===== config.mk =====
export PLATFORM = sky130hd
export DESIGN_NAME = updown_cmd_gen_flat
export DESIGN_NICKNAME = d
export VERILOG_FILES = /design/src/rtl/updown_cmd_gen_pkg.sv /design/src/rtl/updown_cmd_gen_if.sv /design/src/rtl/updown_cmd_gen_dir_sel.sv /design/src/rtl/updown_cmd_gen.sv /design/src/flat_wrapper.sv
export SDC_FILE = /design/constraint.sdc
export NUM_CORES = 1
export LEC_CHECK = 0
export CORE_UTILIZATION = 30
export CTS_CLUSTER_SIZE = 10
export DETAILED_ROUTE_END_ITERATION = 6
export PLACE_DENSITY = 0.48
export RECOVER_POWER = 25
export SYNTH_ARGS = -nofsm -noshare
export SYNTH_HDL_FRONTEND = slang
export SYNTH_HIERARCHICAL = 1
export SYNTH_SLANG_ARGS = --single-unit

===== constraint.sdc =====
create_clock -name clk -period 2.45 [get_ports clk]
set_clock_uncertainty 0.05 [all_clocks]
set_input_delay 0.245 -clock clk [delete_from_list [all_inputs] [get_ports clk]]
set_output_delay 0.245 -clock clk [all_outputs]
set_load 0.05 [all_outputs]

===== src/rtl/updown_cmd_gen_pkg.sv =====
// Shared types and constants for the up/down counter command generator.
package updown_cmd_pkg;

  localparam int unsigned DEF_WIDTH = 4;

  // Half of the counter range; the tie point when choosing the shorter way round.
  function automatic int unsigned half_of(input int unsigned width);
    return 2 ** (width - 1);
  endfunction

  localparam int unsigned HALF = half_of(DEF_WIDTH);

  typedef enum logic [2:0] {
    IDLE,
    CHECK,
    CMD,
    WAIT,
    DONE,
    ERR
  } state_t;

  typedef enum logic {
    DIR_UP,
    DIR_DOWN
  } dir_t;

endpackage


===== src/rtl/updown_cmd_gen_if.sv =====
// Command/feedback bundle between the generator and its environment.
interface updown_cmd_gen_if
  import updown_cmd_pkg::*;
#(
  parameter int unsigned WIDTH = DEF_WIDTH
) ();

  logic             start;
  logic             abort;
  logic [WIDTH-1:0] target;
  logic [WIDTH-1:0] count;
  logic             up;
  logic             down;
  logic             busy;
  logic             done;
  logic             err;

  // Generator side: takes requests and counter feedback, drives commands and status.
  modport master (
    input  start, abort, target, count,
    output up, down, busy, done, err
  );

  // Requester/counter side.
  modport slave (
    output start, abort, target, count,
    input  up, down, busy, done, err
  );

endinterface


===== src/rtl/updown_cmd_gen_dir_sel.sv =====
// Direction selector: picks up or down from latched target and live count.
// Build option: SHORTEST_PATH_EN selects the wrap-aware shortest direction.
module updown_dir_sel
  import updown_cmd_pkg::*;
#(
  parameter int unsigned WIDTH = DEF_WIDTH
) (
  input  logic [WIDTH-1:0] i_tgt,
  input  logic [WIDTH-1:0] i_count,
  output dir_t             o_dir
);

`ifdef SHORTEST_PATH_EN
  localparam logic [WIDTH-1:0] L_HALF = WIDTH'(half_of(WIDTH));

  logic [WIDTH-1:0] w_dist;

  // Forward distance modulo 2**WIDTH; a tie at exactly half goes up.
  assign w_dist = i_tgt - i_count;
  assign o_dir  = (w_dist <= L_HALF) ? DIR_UP : DIR_DOWN;
`else
  // Plain magnitude compare; never moves through the wrap point.
  assign o_dir = (i_tgt > i_count) ? DIR_UP : DIR_DOWN;
`endif

endmodule


===== src/rtl/updown_cmd_gen.sv =====
// Up/down counter command generator: steps an external counter towards a
// latched target with one-cycle up/down pulses, using its count as feedback.
// Build option: SHORTEST_PATH_EN (see updown_dir_sel) allows wrap-around moves.
module updown_cmd_gen
  import updown_cmd_pkg::*;
#(
  parameter int unsigned WIDTH     = DEF_WIDTH,
  parameter int unsigned STEP_GAP  = 1,
  parameter int unsigned MAX_STEPS = 2 ** WIDTH
) (
  input  logic             clk,
  input  logic             rstn,
  updown_cmd_gen_if.master bus
);

  localparam int unsigned STEPS_W = $clog2(MAX_STEPS + 1);
  localparam int unsigned GAP_W   = (STEP_GAP > 1) ? $clog2(STEP_GAP) : 1;

  state_t             r_state;
  state_t             w_next;
  logic [WIDTH-1:0]   r_tgt;
  logic [STEPS_W-1:0] r_steps;
  logic [GAP_W-1:0]   r_gap;
  logic               r_up;
  logic               r_down;
  logic               r_busy;
  logic               r_done;
  logic               r_err;
  dir_t               w_dir;
  logic               w_at_max;
  logic               w_gap_end;
  logic               w_hit;

  updown_dir_sel #(.WIDTH(WIDTH)) u_dir_sel (
    .i_tgt   (r_tgt),
    .i_count (bus.count),
    .o_dir   (w_dir)
  );

  assign w_hit     = (bus.count == r_tgt);
  assign w_at_max  = (r_steps == STEPS_W'(MAX_STEPS));
  assign w_gap_end = (r_gap == GAP_W'(STEP_GAP - 1));

  // Next-state decode; abort overrides every transition.
  // NOTE: w_next is assigned a default first so no path leaves it unassigned and no latch is inferred.
  always_comb begin
    w_next = r_state;
    unique case (r_state)
      IDLE:    if (bus.start) w_next = CHECK;
      CHECK:   if (w_hit)         w_next = DONE;
               else if (w_at_max) w_next = ERR;
               else               w_next = CMD;
      CMD:     w_next = WAIT;
      WAIT:    if (w_gap_end) w_next = CHECK;
      DONE:    w_next = IDLE;
      ERR:     w_next = IDLE;
      default: w_next = IDLE;
    endcase
    if (bus.abort) w_next = IDLE;
  end

  // State register.
  // NOTE: clocked state uses non-blocking assignments so every flop samples pre-edge values.
  always_ff @(posedge clk or negedge rstn) begin
    if (!rstn) r_state <= IDLE;
    else       r_state <= w_next;
  end

  // Registered outputs decoded from the next state, so they change on the same edge as the state.
  always_ff @(posedge clk or negedge rstn) begin
    if (!rstn) begin
      r_up   <= 1'b0;
      r_down <= 1'b0;
      r_busy <= 1'b0;
      r_done <= 1'b0;
      r_err  <= 1'b0;
    end else begin
      r_up   <= (w_next == CMD) && (w_dir == DIR_UP);
      r_down <= (w_next == CMD) && (w_dir == DIR_DOWN);
      r_busy <= (w_next inside {CHECK, CMD, WAIT});
      r_done <= (w_next == DONE);
      r_err  <= (w_next == ERR);
    end
  end

  // Move bookkeeping: latched target, saturating pulse count, post-pulse wait timer.
  always_ff @(posedge clk or negedge rstn) begin
    if (!rstn) begin
      r_tgt   <= '0;
      r_steps <= '0;
      r_gap   <= '0;
    end else begin
      if (r_state == IDLE && w_next == CHECK) begin
        r_tgt   <= bus.target;
        r_steps <= '0;
      end
      if (r_state == CMD && !w_at_max) r_steps <= r_steps + STEPS_W'(1);
      if (r_state == CMD)       r_gap <= '0;
      else if (r_state == WAIT) r_gap <= r_gap + GAP_W'(1);
    end
  end

  assign bus.up   = r_up;
  assign bus.down = r_down;
  assign bus.busy = r_busy;
  assign bus.done = r_done;
  assign bus.err  = r_err;

endmodule


===== src/flat_wrapper.sv =====
// flat-port wrapper written by rule: the top's interface ports become plain ports
module updown_cmd_gen_flat import updown_cmd_pkg::*;
#(
  parameter int unsigned WIDTH     = DEF_WIDTH,
  parameter int unsigned STEP_GAP  = 1,
  parameter int unsigned MAX_STEPS = 2 ** WIDTH
)
  (clk, rstn, bus_start, bus_abort, bus_target, bus_count, bus_up, bus_down, bus_busy, bus_done, bus_err);
  updown_cmd_gen_if #(.WIDTH(WIDTH)) bus_i ();
  input  logic clk;
  input  logic rstn;
  input wire logic [$bits(bus_i.start)-1:0] bus_start;
  input wire logic [$bits(bus_i.abort)-1:0] bus_abort;
  input wire logic [$bits(bus_i.target)-1:0] bus_target;
  input wire logic [$bits(bus_i.count)-1:0] bus_count;
  output wire logic [$bits(bus_i.up)-1:0] bus_up;
  output wire logic [$bits(bus_i.down)-1:0] bus_down;
  output wire logic [$bits(bus_i.busy)-1:0] bus_busy;
  output wire logic [$bits(bus_i.done)-1:0] bus_done;
  output wire logic [$bits(bus_i.err)-1:0] bus_err;
  assign bus_i.start = bus_start;
  assign bus_i.abort = bus_abort;
  assign bus_i.target = bus_target;
  assign bus_i.count = bus_count;
  assign bus_up = bus_i.up;
  assign bus_down = bus_i.down;
  assign bus_busy = bus_i.busy;
  assign bus_done = bus_i.done;
  assign bus_err = bus_i.err;
  updown_cmd_gen #(.WIDTH(WIDTH), .STEP_GAP(STEP_GAP), .MAX_STEPS(MAX_STEPS)) u_core (.clk(clk), .rstn(rstn), .bus(bus_i));
endmodule

==> results.toml <==
[outcome]
status = "finished clean"

[placed_design]
dpl.hpwl_um = 1346
globalplace.congestion = 0.7462
portBuffers = 16
pre_cts_slack_ns = 0.5721

[cts]
clkSinkCount = 18
cts_tree = "yes"
ctsResizeCount = 0
clockRootBuffer = "clkbuf_4"
clockBufferDepth = 2
htreeDepth = 1
cts_buffers = 3
path_clk_slew_ns = 0.10
holdBufCountCts = 0
insertion_delay_ns = 0.28
post_cts_buffers = 0

[synthesis]
yosysSeqAreaShare_pct = 46.45
netlist_area_um2 = 969.7
synth.distinct_cells = 33
avgSynthCellArea_um2 = 11.41
synthArstFlopShare_pct = 100.0
synth_edf_count = 0
ys_seq_elements = 18
synth-main-ff-cell = "dfrtp_1"
yosys_warnings = 6
syn_inst = 85
synth_fp_nets = 103

[drt]
drt_iter0_drc = 14
vias = 710
drt-total-wl_um = 1814
antenna_left = 0
drcViolationCount = 0
wl_per_cell_um = 12.17
dr.pass1.iters = 4
vias_per_cell = 4.765

[setup_path]
worst_setup_path_start_kind = "flop"
slowest_delay_ns = 0.79
cp_top_family = "buffers and inverters"
path_cells = "clkdlybuf4s50_1"
critPathKind = "reg -> out"
slowest_stage = "clkdlybuf4s50_1"
critPathCaptureType = "primary output"
crit_buf_inv = 1
cp_max_fo = 1
cp.required_ns = 2.15
crit_arrival_ns = 1.41

[global_routing]
first_global_vias = 679
grt_max_degree = 19
antenna_found_initial = 0
grt_usage_pct = 12.22
grt_overflow = 0
grt_pass1_wl_um = 3077

[timing]
min_period_ns = 1.707
slew_headroom_pct = 44.20
tns_ns = 0
period_share_pct = 69.69
tightest_slew_ns = 0.8343
rsz0062_at_grt = "false"
setup_violations = 0
setup_ws_ns = 0.7425
fmax_mhz = 585.7
finalHoldViolations = 0
slew_violations = 0

[floorplan]
die_h_um = 58.86
die_area_um2 = 3464
start_util_pct = 31.76
die_x_um = 58.86
rows = 20
io_pins = 17
design.core.area_um2 = 3053

[layout]
nets = 125
syn2layout_area_growth_pct = 24.90
mostFrequentLayoutCell = "dfrtp_1"
final_layout_size_suffix_gt1_share_pct = 15.24
final_cell_mix = "dfrtp_1 (18), clkdlybuf4s50_1 (15), inv_1 (6), ha_1 (6)"
nFillCells = 321
num_antenna_cells = 0

[power]
vdd_drop_max_uv = 242.0
power_density_nw_per_um2 = 771.6
leakage_nw = 0.5226

[job]
maxCapViolCount = 0

[min_path]
min_path_type = "in -> async"
[synthesized netlist by cell type, types with 2 or more instances]
library cell	n	area [um2]
o31ai_1	5	37.54
dfrtp_1	18	450.4
nor2b_1	2	12.51
inv_1	6	22.52
ha_1	6	75.07
or3_1	2	12.51
nand2_1	5	18.77
xor2_1	4	35.03
nor2_1	2	7.510
o21ai_0	3	15.01
nand3_1	2	10.01
o221ai_1	3	26.28
mux2_2	5	56.30
nor3_1	3	15.01
[cell families (layout without fill, tap and decap cells)]
logic type,after synthesis,count (layout),synth area share (%)
AO/OA/AOI/OAI,17,17,13.16
adder cells (fa/ha/maj),6,6,7.742
buffers and inverters,7,27,3.484
multiplexers,6,6,7.354
AND/OR/NAND/NOR,27,27,18.20
XOR/XNOR,4,4,3.613
flip-flops,18,18,46.45
[worst paths after layout]
| check | endpoint | slack, ns | cells after the start | from |
|---|---|---|---|---|
| max | bus_done | 0.74 | 1 | u_core/bus.done |
| min | u_core/r_state[1] | 0.44 | 1 | rstn |
| min in group clk | u_core/r_steps[4] | 0.46 | 1 | u_core/r_steps[4] |
| min reg2reg | u_core/r_steps[4] | 0.46 | 1 | u_core/r_steps[4] |
| max in group asynchronous | u_core/r_tgt[1] | 1.39 | 1 | rstn |
| max reg2reg | u_core/r_steps[1] | 0.83 | 3 | u_core/r_state[0] |
[sequential cells by signal (all words and copies together), names as in the netlist]
register,cells
u_core/bus.busy,1
u_core/bus.done,1
u_core/bus.down,1
u_core/bus.err,1
u_core/bus.up,1
u_core/r_gap,1
u_core/r_state,3
u_core/r_steps,5
u_core/r_tgt,4
[final cells by class]
type	instances	area, um2	area share, %
Multi-Input combinational cell	60	485.5	40.08
Sequential cell	18	450.4	37.19
Timing Repair Buffer	18	175.2	14.46
Tap cell	44	55.05	4.545
Clock buffer	3	22.52	1.860
Inverter	6	22.52	1.860
[report_power, final]
group / internal, mW / leakage (nW) / switching [mW]
logic: 0.179 / 0.273 / 0.188
registers: 0.363 / 0.236 / 0.0623
clock network: 0.0571 / 0.0138 / 0.0860
total: 0.599 / 0.523 / 0.336
[stage by stage]
step / total power [mW] / hold WS, ns / area, um2 / util [%] / std cells
after floorplan: 0.6887 / -0.1006 / 969.7 / - / 85
after global placement: 0.7956 / 0.4413 / 1189 / 38.93 / 146
after detailed placement: 0.7992 / 0.4490 / 1189 / 38.93 / 146
after CTS: 0.9539 / 0.3985 / 1211 / 39.67 / 149
after global routing: 1.013 / 0.5058 / 1211 / 39.67 / 149
final: 0.9346 / 0.4446 / 1211 / 39.67 / 149
[per-layer routing]
layer  wire length [um]  GRT usage, %  share of wire [%]
met1                889         16.30                 49
met2                864         19.16                 48
met3                 40         1.978                2.2
met4                 19         6.122                1.0
met5                  0             0                  0
No activity file was read; power rests on OpenSTA's default activity.
